<file path="src/rtl/beat_tempo_tracker.sv">
`default_nettype none
// ============================================================================
// beat_tempo_tracker: windowed beat-interval averager with sequential BPM divide
// Revision 1.0
// ============================================================================
module beat_tempo_tracker #(
  parameter int SAMPLE_RATE = 96000,
  parameter int DEPTH       = 8,
  parameter int MIN_BPM     = 40,
  parameter int MAX_BPM     = 200,
  parameter int BPM_WIDTH   = 16
) (
  input  logic                 clk,
  input  logic                 reset_n,
  input  logic                 sample_valid,
  input  logic                 beat_in,
  input  logic                 clear,
  output logic [BPM_WIDTH-1:0] bpm_val,
  output logic                 bpm_valid,
  output logic                 locked,
  output logic                 beat_out,
  output logic [1:0]           state
);

  localparam int MAX_INT  = 60 * SAMPLE_RATE / MIN_BPM;
  localparam int MIN_INT  = 60 * SAMPLE_RATE / MAX_BPM;
  localparam int CNT_W    = $clog2(MAX_INT + 2);
  localparam int PTR_W    = $clog2(DEPTH);
  localparam int SUM_W    = CNT_W + PTR_W;
  localparam int FILL_W   = $clog2(DEPTH + 1);
  localparam int DIVIDEND = 60 * SAMPLE_RATE * DEPTH;
  localparam int DIV_W    = $clog2(DIVIDEND + 1);
  localparam int DCNT_W   = $clog2(DIV_W + 1);

  typedef enum logic [1:0] {
    S_IDLE    = 2'd0,
    S_ACQUIRE = 2'd1,
    S_TRACK   = 2'd2
  } state_t;

  state_t               state_q;
  logic                 beat_q;
  logic [CNT_W-1:0]     cnt_q, cnt_d;
  logic [CNT_W-1:0]     ring_q [DEPTH];
  logic [PTR_W-1:0]     wp_q;
  logic [FILL_W-1:0]    fill_q, fill_d;
  logic [SUM_W-1:0]     sum_q, sum_d;
  logic                 start_q, busy_q;
  logic [DCNT_W-1:0]    div_cnt_q;
  logic [SUM_W-1:0]     rem_q, rem_d, divisor_q;
  logic [DIV_W-1:0]     dvd_q;
  logic [BPM_WIDTH-1:0] bpm_val_q, quot_sat;
  logic                 bpm_valid_q, beat_out_q;

  logic                 edge_w, timeout_w, accept_w, handled_w, restart_w;
  logic                 div_done_w, div_ge_w;
  logic [CNT_W-1:0]     oldest_w;
  logic [SUM_W:0]       rem_sh_w;

  assign edge_w    = beat_in & ~beat_q;
  assign timeout_w = (state_q != S_IDLE) && (cnt_q == CNT_W'(MAX_INT + 1));
  assign accept_w  = edge_w && !timeout_w && (state_q != S_IDLE) && (cnt_q >= CNT_W'(MIN_INT));
  assign handled_w = (edge_w && (state_q == S_IDLE)) || accept_w;

  // Until the ring is full the slot being overwritten holds no real interval.
  assign oldest_w  = (fill_q == FILL_W'(DEPTH)) ? ring_q[wp_q] : '0;
  assign sum_d     = sum_q + SUM_W'(cnt_q) - SUM_W'(oldest_w);
  assign fill_d    = (fill_q == FILL_W'(DEPTH)) ? fill_q : fill_q + FILL_W'(1);
  assign restart_w = accept_w && (fill_d == FILL_W'(DEPTH));

  always_comb begin
    cnt_d = cnt_q;
    if (handled_w)
      cnt_d = sample_valid ? CNT_W'(1) : '0;
    else if (sample_valid && (cnt_q != CNT_W'(MAX_INT + 1)))
      cnt_d = cnt_q + CNT_W'(1);
  end

  assign rem_sh_w   = {rem_q, dvd_q[DIV_W-1]};
  assign div_ge_w   = rem_sh_w >= {1'b0, divisor_q};
  assign rem_d      = div_ge_w ? SUM_W'(rem_sh_w - {1'b0, divisor_q}) : rem_sh_w[SUM_W-1:0];
  assign div_done_w = busy_q && (div_cnt_q == '0);

  generate
    if (DIV_W > BPM_WIDTH) begin : g_sat
      assign quot_sat = (|dvd_q[DIV_W-1:BPM_WIDTH]) ? '1 : dvd_q[BPM_WIDTH-1:0];
    end else begin : g_nosat
      assign quot_sat = BPM_WIDTH'(dvd_q);
    end
  endgenerate

  always_ff @(posedge clk or negedge reset_n) begin
    if (!reset_n) begin
      state_q     <= S_IDLE;
      beat_q      <= 1'b1;
      cnt_q       <= '0;
      for (int i = 0; i < DEPTH; i++) ring_q[i] <= '0;
      wp_q        <= '0;
      fill_q      <= '0;
      sum_q       <= '0;
      start_q     <= 1'b0;
      busy_q      <= 1'b0;
      div_cnt_q   <= '0;
      rem_q       <= '0;
      divisor_q   <= '0;
      dvd_q       <= '0;
      bpm_val_q   <= '0;
      bpm_valid_q <= 1'b0;
      beat_out_q  <= 1'b0;
    end else if (clear) begin
      state_q     <= S_IDLE;
      beat_q      <= 1'b1;
      cnt_q       <= '0;
      for (int i = 0; i < DEPTH; i++) ring_q[i] <= '0;
      wp_q        <= '0;
      fill_q      <= '0;
      sum_q       <= '0;
      start_q     <= 1'b0;
      busy_q      <= 1'b0;
      div_cnt_q   <= '0;
      rem_q       <= '0;
      divisor_q   <= '0;
      dvd_q       <= '0;
      bpm_val_q   <= '0;
      bpm_valid_q <= 1'b0;
      beat_out_q  <= 1'b0;
    end else begin
      beat_q      <= beat_in;
      cnt_q       <= cnt_d;
      beat_out_q  <= 1'b0;
      bpm_valid_q <= 1'b0;

      // Divider: one load cycle, DIV_W shift/subtract cycles, one publish cycle.
      if (start_q) begin
        start_q   <= 1'b0;
        busy_q    <= 1'b1;
        div_cnt_q <= DCNT_W'(DIV_W);
        rem_q     <= '0;
        divisor_q <= sum_q;
        dvd_q     <= DIV_W'(DIVIDEND);
      end else if (div_done_w) begin
        busy_q <= 1'b0;
        if (!timeout_w && !restart_w) begin
          bpm_val_q   <= quot_sat;
          bpm_valid_q <= 1'b1;
        end
      end else if (busy_q) begin
        rem_q     <= rem_d;
        dvd_q     <= {dvd_q[DIV_W-2:0], div_ge_w};
        div_cnt_q <= div_cnt_q - DCNT_W'(1);
      end

      if (timeout_w) begin
        state_q <= S_IDLE;
        fill_q  <= '0;
        sum_q   <= '0;
        wp_q    <= '0;
        start_q <= 1'b0;
        busy_q  <= 1'b0;
      end else if (edge_w && (state_q == S_IDLE)) begin
        beat_out_q <= 1'b1;
        state_q    <= S_ACQUIRE;
      end else if (accept_w) begin
        beat_out_q   <= 1'b1;
        ring_q[wp_q] <= cnt_q;
        wp_q         <= wp_q + PTR_W'(1);
        sum_q        <= sum_d;
        fill_q       <= fill_d;
        if (restart_w) begin
          start_q <= 1'b1;
          busy_q  <= 1'b0;
          if (state_q == S_ACQUIRE) state_q <= S_TRACK;
        end
      end
    end
  end

  assign bpm_val   = bpm_val_q;
  assign bpm_valid = bpm_valid_q;
  assign beat_out  = beat_out_q;
  assign locked    = (state_q == S_TRACK);
  assign state     = state_q;

endmodule
`default_nettype wire
</file>
<file path="config.mk">
export PLATFORM = sky130hd
export DESIGN_NAME = beat_tempo_tracker
export DESIGN_NICKNAME = d
export VERILOG_FILES = /design/src/rtl/beat_tempo_tracker.sv
export SDC_FILE = /design/constraint.sdc
export NUM_CORES = 1
export LEC_CHECK = 0
export ABC_AREA = 0
export CAP_MARGIN = 20
export CORE_MARGIN = 2
export CORE_UTILIZATION = 60
export DETAILED_ROUTE_END_ITERATION = 8
export GPL_TIMING_DRIVEN = 0
export PLACE_DENSITY_LB_ADDON = 0.1
export RECOVER_POWER = 100
export SYNTH_ARGS = -nofsm -noshare
export SYNTH_HDL_FRONTEND = slang
export SYNTH_SLANG_ARGS = --single-unit
</file>
<file path="constraint.sdc">
create_clock -name clk -period 6.6 [get_ports clk]
set_input_delay 1.32 -clock clk [delete_from_list [all_inputs] [get_ports clk]]
set_output_delay 1.32 -clock clk [all_outputs]
set_load 0.02 [all_outputs]
</file>
# Yosys cells after proc, flatten, opt, wreduce, memory -nomap -nowiden
# Cells that the tools add are included.
dict set report word_totals {
  out_inout_bits 21
  ff_bits 286
  in_bits 5
}
dict set report classes {
  magnitude_cmp 4
  mux 75
  n_reduce_logical 32
  bitwise_logic 3
  add_sub_neg 7
  eq_ne 11
}
# cell count
set ops {}
lappend ops {{$mux W144} 4}
lappend ops {{$mux W21} 11}
lappend ops {{$bwmux W144} 1}
lappend ops {{$mux W18} 7}
lappend ops {{$mux W26} 4}
lappend ops {{$mux W16} 5}
lappend ops {{$bmux W18 S3} 1}
lappend ops {{$demux W18 S3} 1}
lappend ops {{$ge A22 B21 Y1} 1}
lappend ops {{$mux W1} 22}
lappend ops {{$add A21 B18 Y21} 1}
lappend ops {{$sub A21 B18 Y21} 1}
lappend ops {{$sub A21 B21 Y21} 1}
lappend ops {{$mux W4} 5}
lappend ops {{$mux W5} 4}
lappend ops {{$add A18 B1 Y18 const B} 1}
lappend ops {{$eq A18 B18 Y1 const B} 1}
lappend ops {{$ge A18 B15 Y1 const B} 1}
lappend ops {{$ne A18 B18 Y1 const B} 1}
lappend ops {{$mux W2} 6}
lappend ops {{$mux W3} 4}
lappend ops {{$reduce_bool A4 Y1} 3}
lappend ops {{$logic_and A1 B1 Y1} 10}
lappend ops {{$reduce_bool A2 Y1} 5}
lappend ops {{21 further kinds} 31}

# Depth between registers and ports, before layout
dict set report depth {
  ltp_word 13
  mapped_depth 20
  ltp_nobuf 18
}

# Worst setup path after synthesis
# Ideal clock, no wire load.
dict set report synth_path {
  path_type {flip-flop to flip-flop}
  from {register wp_q[0]}
  to {register sum_q[20]}
  stages_incl_launch_ff 18
  setup_ps 128
  n_path_buf 2
  synth_period_minus_slack_ps 4480
  arrival_ps 4352
  setup_slack_ps 2120
  path_cell_list {dfrtp_1 clkbuf_1 nor3_1 clkbuf_1 a22oi_1 a31oi_1 fa_1 inv_1 ha_1 nor2b_1 o31ai_1 a21oi_1 a221o_1 a221o_1 a211oi_1 xnor2_1 a21oi_1 o22ai_1}
}
dict set report synth_via {
  elab_chain_cells 10
}
# item line
set synth_lines {}
lappend synth_lines {{from (decl)} 45} ;# logic [PTR_W-1:0] wp_q;
lappend synth_lines {{from (signal assigned)} 166} ;# wp_q <= wp_q + PTR_W'(1);
lappend synth_lines {{$not A3 Y4 (not written as such)} 66} ;# assign oldest_w = (fill_q == FILL_W'(DEPTH)) ? ring_q[wp_q] : '0;
lappend synth_lines {{$bmux W18 S3} 66}
lappend synth_lines {{$mux W18 (not written as such) (2 in a row)} 66}
lappend synth_lines {{$mux W18} 66}
lappend synth_lines {{$sub A21 B18 Y21} 67} ;# assign sum_d = sum_q + SUM_W'(cnt_q) - SUM_W'(oldest_w);
lappend synth_lines {{$mux W21} 163} ;# end else if (accept_w) begin
lappend synth_lines {{$mux W21} 160} ;# end else if (edge_w && (state_q == S_IDLE)) begin
lappend synth_lines {{$mux W21} 153} ;# if (timeout_w) begin
lappend synth_lines {{$mux W21} 110} ;# end else if (clear) begin
lappend synth_lines {{to (signal assigned)} 167} ;# sum_q <= sum_d;
lappend synth_lines {{to (decl)} 47} ;# logic [SUM_W-1:0] sum_q, sum_d;
# Every way passes these cells. The select of a mux whose other input is x is not followed.
# A chain may end at the register's enable or synchronous reset.

# Final worst setup path
dict set report layout_path {
  from {register wp_q[2]}
  to {register sum_q[20]}
}
# The elaborated chain is that of the path after synthesis.

==> metrics.md <==
| Metric | Value |
|---|---|
| Antenna violations before repair | `0` |
| Area after DPL | `between 15000 and 20000 um^2` |
| Switch share | `0.217` |
| RSZ-0062 raised after global routing | `false` |
| Clk pin slew, worst setup/hold paths | `~0.06 ns` |
| Hold Vio Cnt, Final | `0` |
| Initial DRC count | `roughly 1300` |
| Cell count after synthesis | `approximately 1500` |
| Part of the Yosys area used for sequential elements | `0.486` |
| Fin area | `16500 um^2` |
| FFs w/ async S/R, synth | `1.00` |
| Internal power | `2960 uW` |
| Fraction of layout cells with a size suffix above 1 | `0.0507` |
| Total setup buffers inserted after CTS | `0` |
| Slowest cell on the critical path | `clkbuf_1` |
| Row cnt | `57` |
| Die ar. | `between 20000 and 30000 um^2` |
| Yosys warns | `0` |
| Gr usage total | `0.311` |
| Worst-margin pin slew | `around 4.6 ns` |
| Critical path endpoint category | `flop` |
| Peak VDD IR | `0.225 mV` |
| WS Path Type | `reg2reg` |
| WL/cell | `approximately 21 um` |
| First-pass DRT Iterations | `5` |
| Startpoint Class | `flop` |
| Worst path most repeated cell | `clkbuf_1` |
| Worst path required time | `7.03 ns` |
| Chip height | `around 160 um` |
| Max Buffers Root-to-Sink | `3` |
| Die Width | `161 um` |
| Commonest non-fill, non-tap cell in the layout | `dfrtp_1` |
| Max_cap viols | `1` |
| Violated checks | `max-capacitance violations, max-slew violations` |
| Worst slew margin | `-2.07` |
| Power per Cell Area | `around 230 nW/um^2` |
| Drt total wl | `slightly below 40 mm` |
| Post-cts gate resize count | `0` |
| Register bit total from synthesis | `between 200 and 300` |
| Vias in the first global route | `~12000` |
| Status | `finished, violations left` |
| Crit share post-route | `0.931` |
| P_leak | `0.00732 uW` |
| Final GP Congestion | `0.941` |
| CP arrival | `between 6 and 7 ns` |
| Layout Skew | `about 0.012 ns` |
| Fin. max-slew vios | `83` |
| Top_reg_cell synth | `dfrtp_1` |
| Count of input and output buffers | `25` |
| Initial Util | `0.609` |
| Hold crit path type | `reg2reg` |
| Fmax | `roughly 160 MHz` |
| CTS tree | `yes` |
| Syn Nets | `1548` |
| Post-synthesis cell type count | `60` |
| Grt total ovfl | `0` |
| Maximum number of pins on one net before global-route repair | `around 120` |
| Number of remaining DRC errors | `0` |
| IO Pins | `26` |
| Clk network pwr share | `0.498` |
| Core area | `around 24000 um^2` |
| Root buf cell | `clkbuf_16` |
| First-pass GRT wire length | `between 60 and 70 mm` |
| Worst-path cell chain | `clkbuf_1 > and3b_1 > clkbuf_1 > clkbuf_1 > a221oi_1 > a31oi_1 > fa_1 > inv_1 > ha_1 > nor2b_1 > o31ai_1 > a21oi_1 > a221o_1 > a221o_1 > a211oi_1 > xnor2_1 > a21oi_1 > o22ai_1` |
| H-tree levels | `1` |
| Hpwl dp | `about 27 mm` |
| Ant diodes | `0` |
| Post-DR vias/cell | `approximately 6.4` |
| Worst skew pair latency | `0.56 ns` |
| CTS Buf Count | `30` |
| Routed via count | `~12000` |
| Net switching power | `approximately 820 uW` |
| Crit-path max FO | `10` |
| Post-route ant nets | `0` |
| Netlist area before placement | `around 15000 um^2` |
| Cts hold-fix bufs | `0` |
| Number of synthesized flops with an enable pin | `0` |
| Area delta synth->final | `12.2%` |
| Avg Synthesized Cell Area | `about 10 um^2` |
| Clock sink count | `between 200 and 300` |
| Commonest cells after routing, fill and taps aside | `dfrtp_1 (285), a22o_1 (166), nand2_1 (127)` |
| Post-layout net count | `between 1500 and 2000` |
| Max incr delay on CP | `between 0.6 and 0.7 ns` |
| Setup TNS | `0 ns` |
| Crit path time final | `6.14 ns` |
| Final setup vio count | `0` |
| Combinational fraction of design power | `0.036` |
| Reg power frac | `0.466` |
## power groups by stage
stage                     Clock, uW  Combinational (uW)  Sequential, uW
after floorplan                   0                63.2            1790
after global placement            0                 129            1790
after detailed placement          0                 134            1790
after CTS                      1890                 135            1760
after global routing           1970                 151            1760
final                          1880                 136            1760
## cell type report
class / instances / area, um^2
fill: 1857 / 7650
sequential: 286 / 7160
multi-input combinational: 973 / 6720
clock buffer: 43 / 891
buffer: 104 / 419
inverter: 111 / 417
tap: 324 / 405
timing repair buffer: 28 / 307
clock inverter: 12 / 215
## Yosys cell counts (5+ instances only)
library cell  instances  area share
ha_1                 50       0.042
fa_1                 19       0.026
a22o_1              166       0.099
a21oi_1              85       0.029
a22oi_1              38       0.019
dfrtp_1             285        0.48
a31oi_1              42       0.018
o21a_1               10      0.0051
or3_1                 8      0.0034
and2_1               11      0.0047
o211ai_1              9      0.0046
and3_1               11      0.0047
a221oi_1             18       0.011
a211oi_1              6      0.0031
nor3_1               49       0.017
nand3_1              19      0.0065
nor4_1                6      0.0025
nor2_1               88       0.022
clkbuf_1             77       0.020
inv_1               111       0.028
nor3b_1               5      0.0025
buf_1                 6      0.0015
nand4_1               9      0.0038
a21o_1               10      0.0051
o21ai_0              61       0.021
buf_2                19      0.0065
nand2_1             127       0.032
xor2_1               14      0.0083
mux2i_1              21       0.014
nand2b_1              7      0.0030
xnor2_1              35       0.021
nor2b_1               6      0.0025
## through the flow
stage | setup slack [ns] | utilization | hold WS [ns] | total power [uW] | instances
after detailed placement | 0.750 | 0.639 | 0.482 | 1920 | 1826
after global placement | -7.99 | 0.636 | 0.482 | 1920 | 1823
final | 0.458 | 0.684 | 0.497 | 3770 | 1881
after global routing | 0.139 | 0.684 | 0.513 | 3870 | 1881
after CTS | 0.667 | 0.685 | 0.502 | 3780 | 1881
after floorplan | 2.12 | - | 0.466 | 1850 | 1474
## path summary, 6_finish.rpt
check / from / endpoint / slack (ns) / cells after the start
worst max-delay path: wp_q[2]$_DFFE_PN0P_ / sum_q[20]$_DFFE_PN0P_ / 0.46 / 18
worst min-delay path: ring_q[43]$_DFFE_PN0P_ / ring_q[43]$_DFFE_PN0P_ / 0.50 / 1
worst max register to register: wp_q[2]$_DFFE_PN0P_ / sum_q[20]$_DFFE_PN0P_ / 0.46 / 18
worst min register to register: ring_q[43]$_DFFE_PN0P_ / ring_q[43]$_DFFE_PN0P_ / 0.50 / 1
max in group asynchronous: reset_n / rem_q[1]$_DFFE_PN0P_ / 1.61 / 1
min in group asynchronous: reset_n / ring_q[91]$_DFFE_PN0P_ / 2.41 / 1
## critical path: cells and delay by family (launching register included)
kind            cells  cell delay [ns]
compound gates      9             2.59
xor+xnor            1             0.14
fa+ha+maj           2             0.71
buf+inv             4             1.80
flops               1             0.35
simple gates        2             0.44
## per-layer routing
layer | vias up | GRT usage | wire length [um]
li1 | 5410 | - | -
met1 | 5972 | 0.473 | 17900
met2 | 517 | 0.469 | 17300
met3 | 63 | 0.0535 | 3250
met4 | 0 | 0.0762 | 864
met5 | - | 0 | 0
## state kept, by name, indices dropped and copies added, names as in the netlist
signal,count
ring_q,144
dvd_q,26
divisor_q,21
rem_q,21
sum_q,21
cnt_q,18
bpm_val,16
div_cnt_q,5
fill_q,4
wp_q,3
state,2
beat_out,1
beat_q,1
bpm_valid,1
busy_q,1
start_q,1
## kinds of logic (layout without fill, tap and decap cells)
| family | after synthesis | count (layout) | share of synthesized area |
|---|---|---|---|
| buffers and inverters | 215 | 298 | 0.0572 |
| AND/OR/NAND/NOR | 364 | 364 | 0.116 |
| AO/OA/AOI/OAI | 470 | 470 | 0.229 |
| XOR/XNOR | 49 | 49 | 0.0291 |
| flip-flops | 286 | 286 | 0.486 |
| adder cells (fa/ha/maj) | 69 | 69 | 0.0683 |
| multiplexers | 21 | 21 | 0.0143 |
Power figures use the tool's default switching activity.
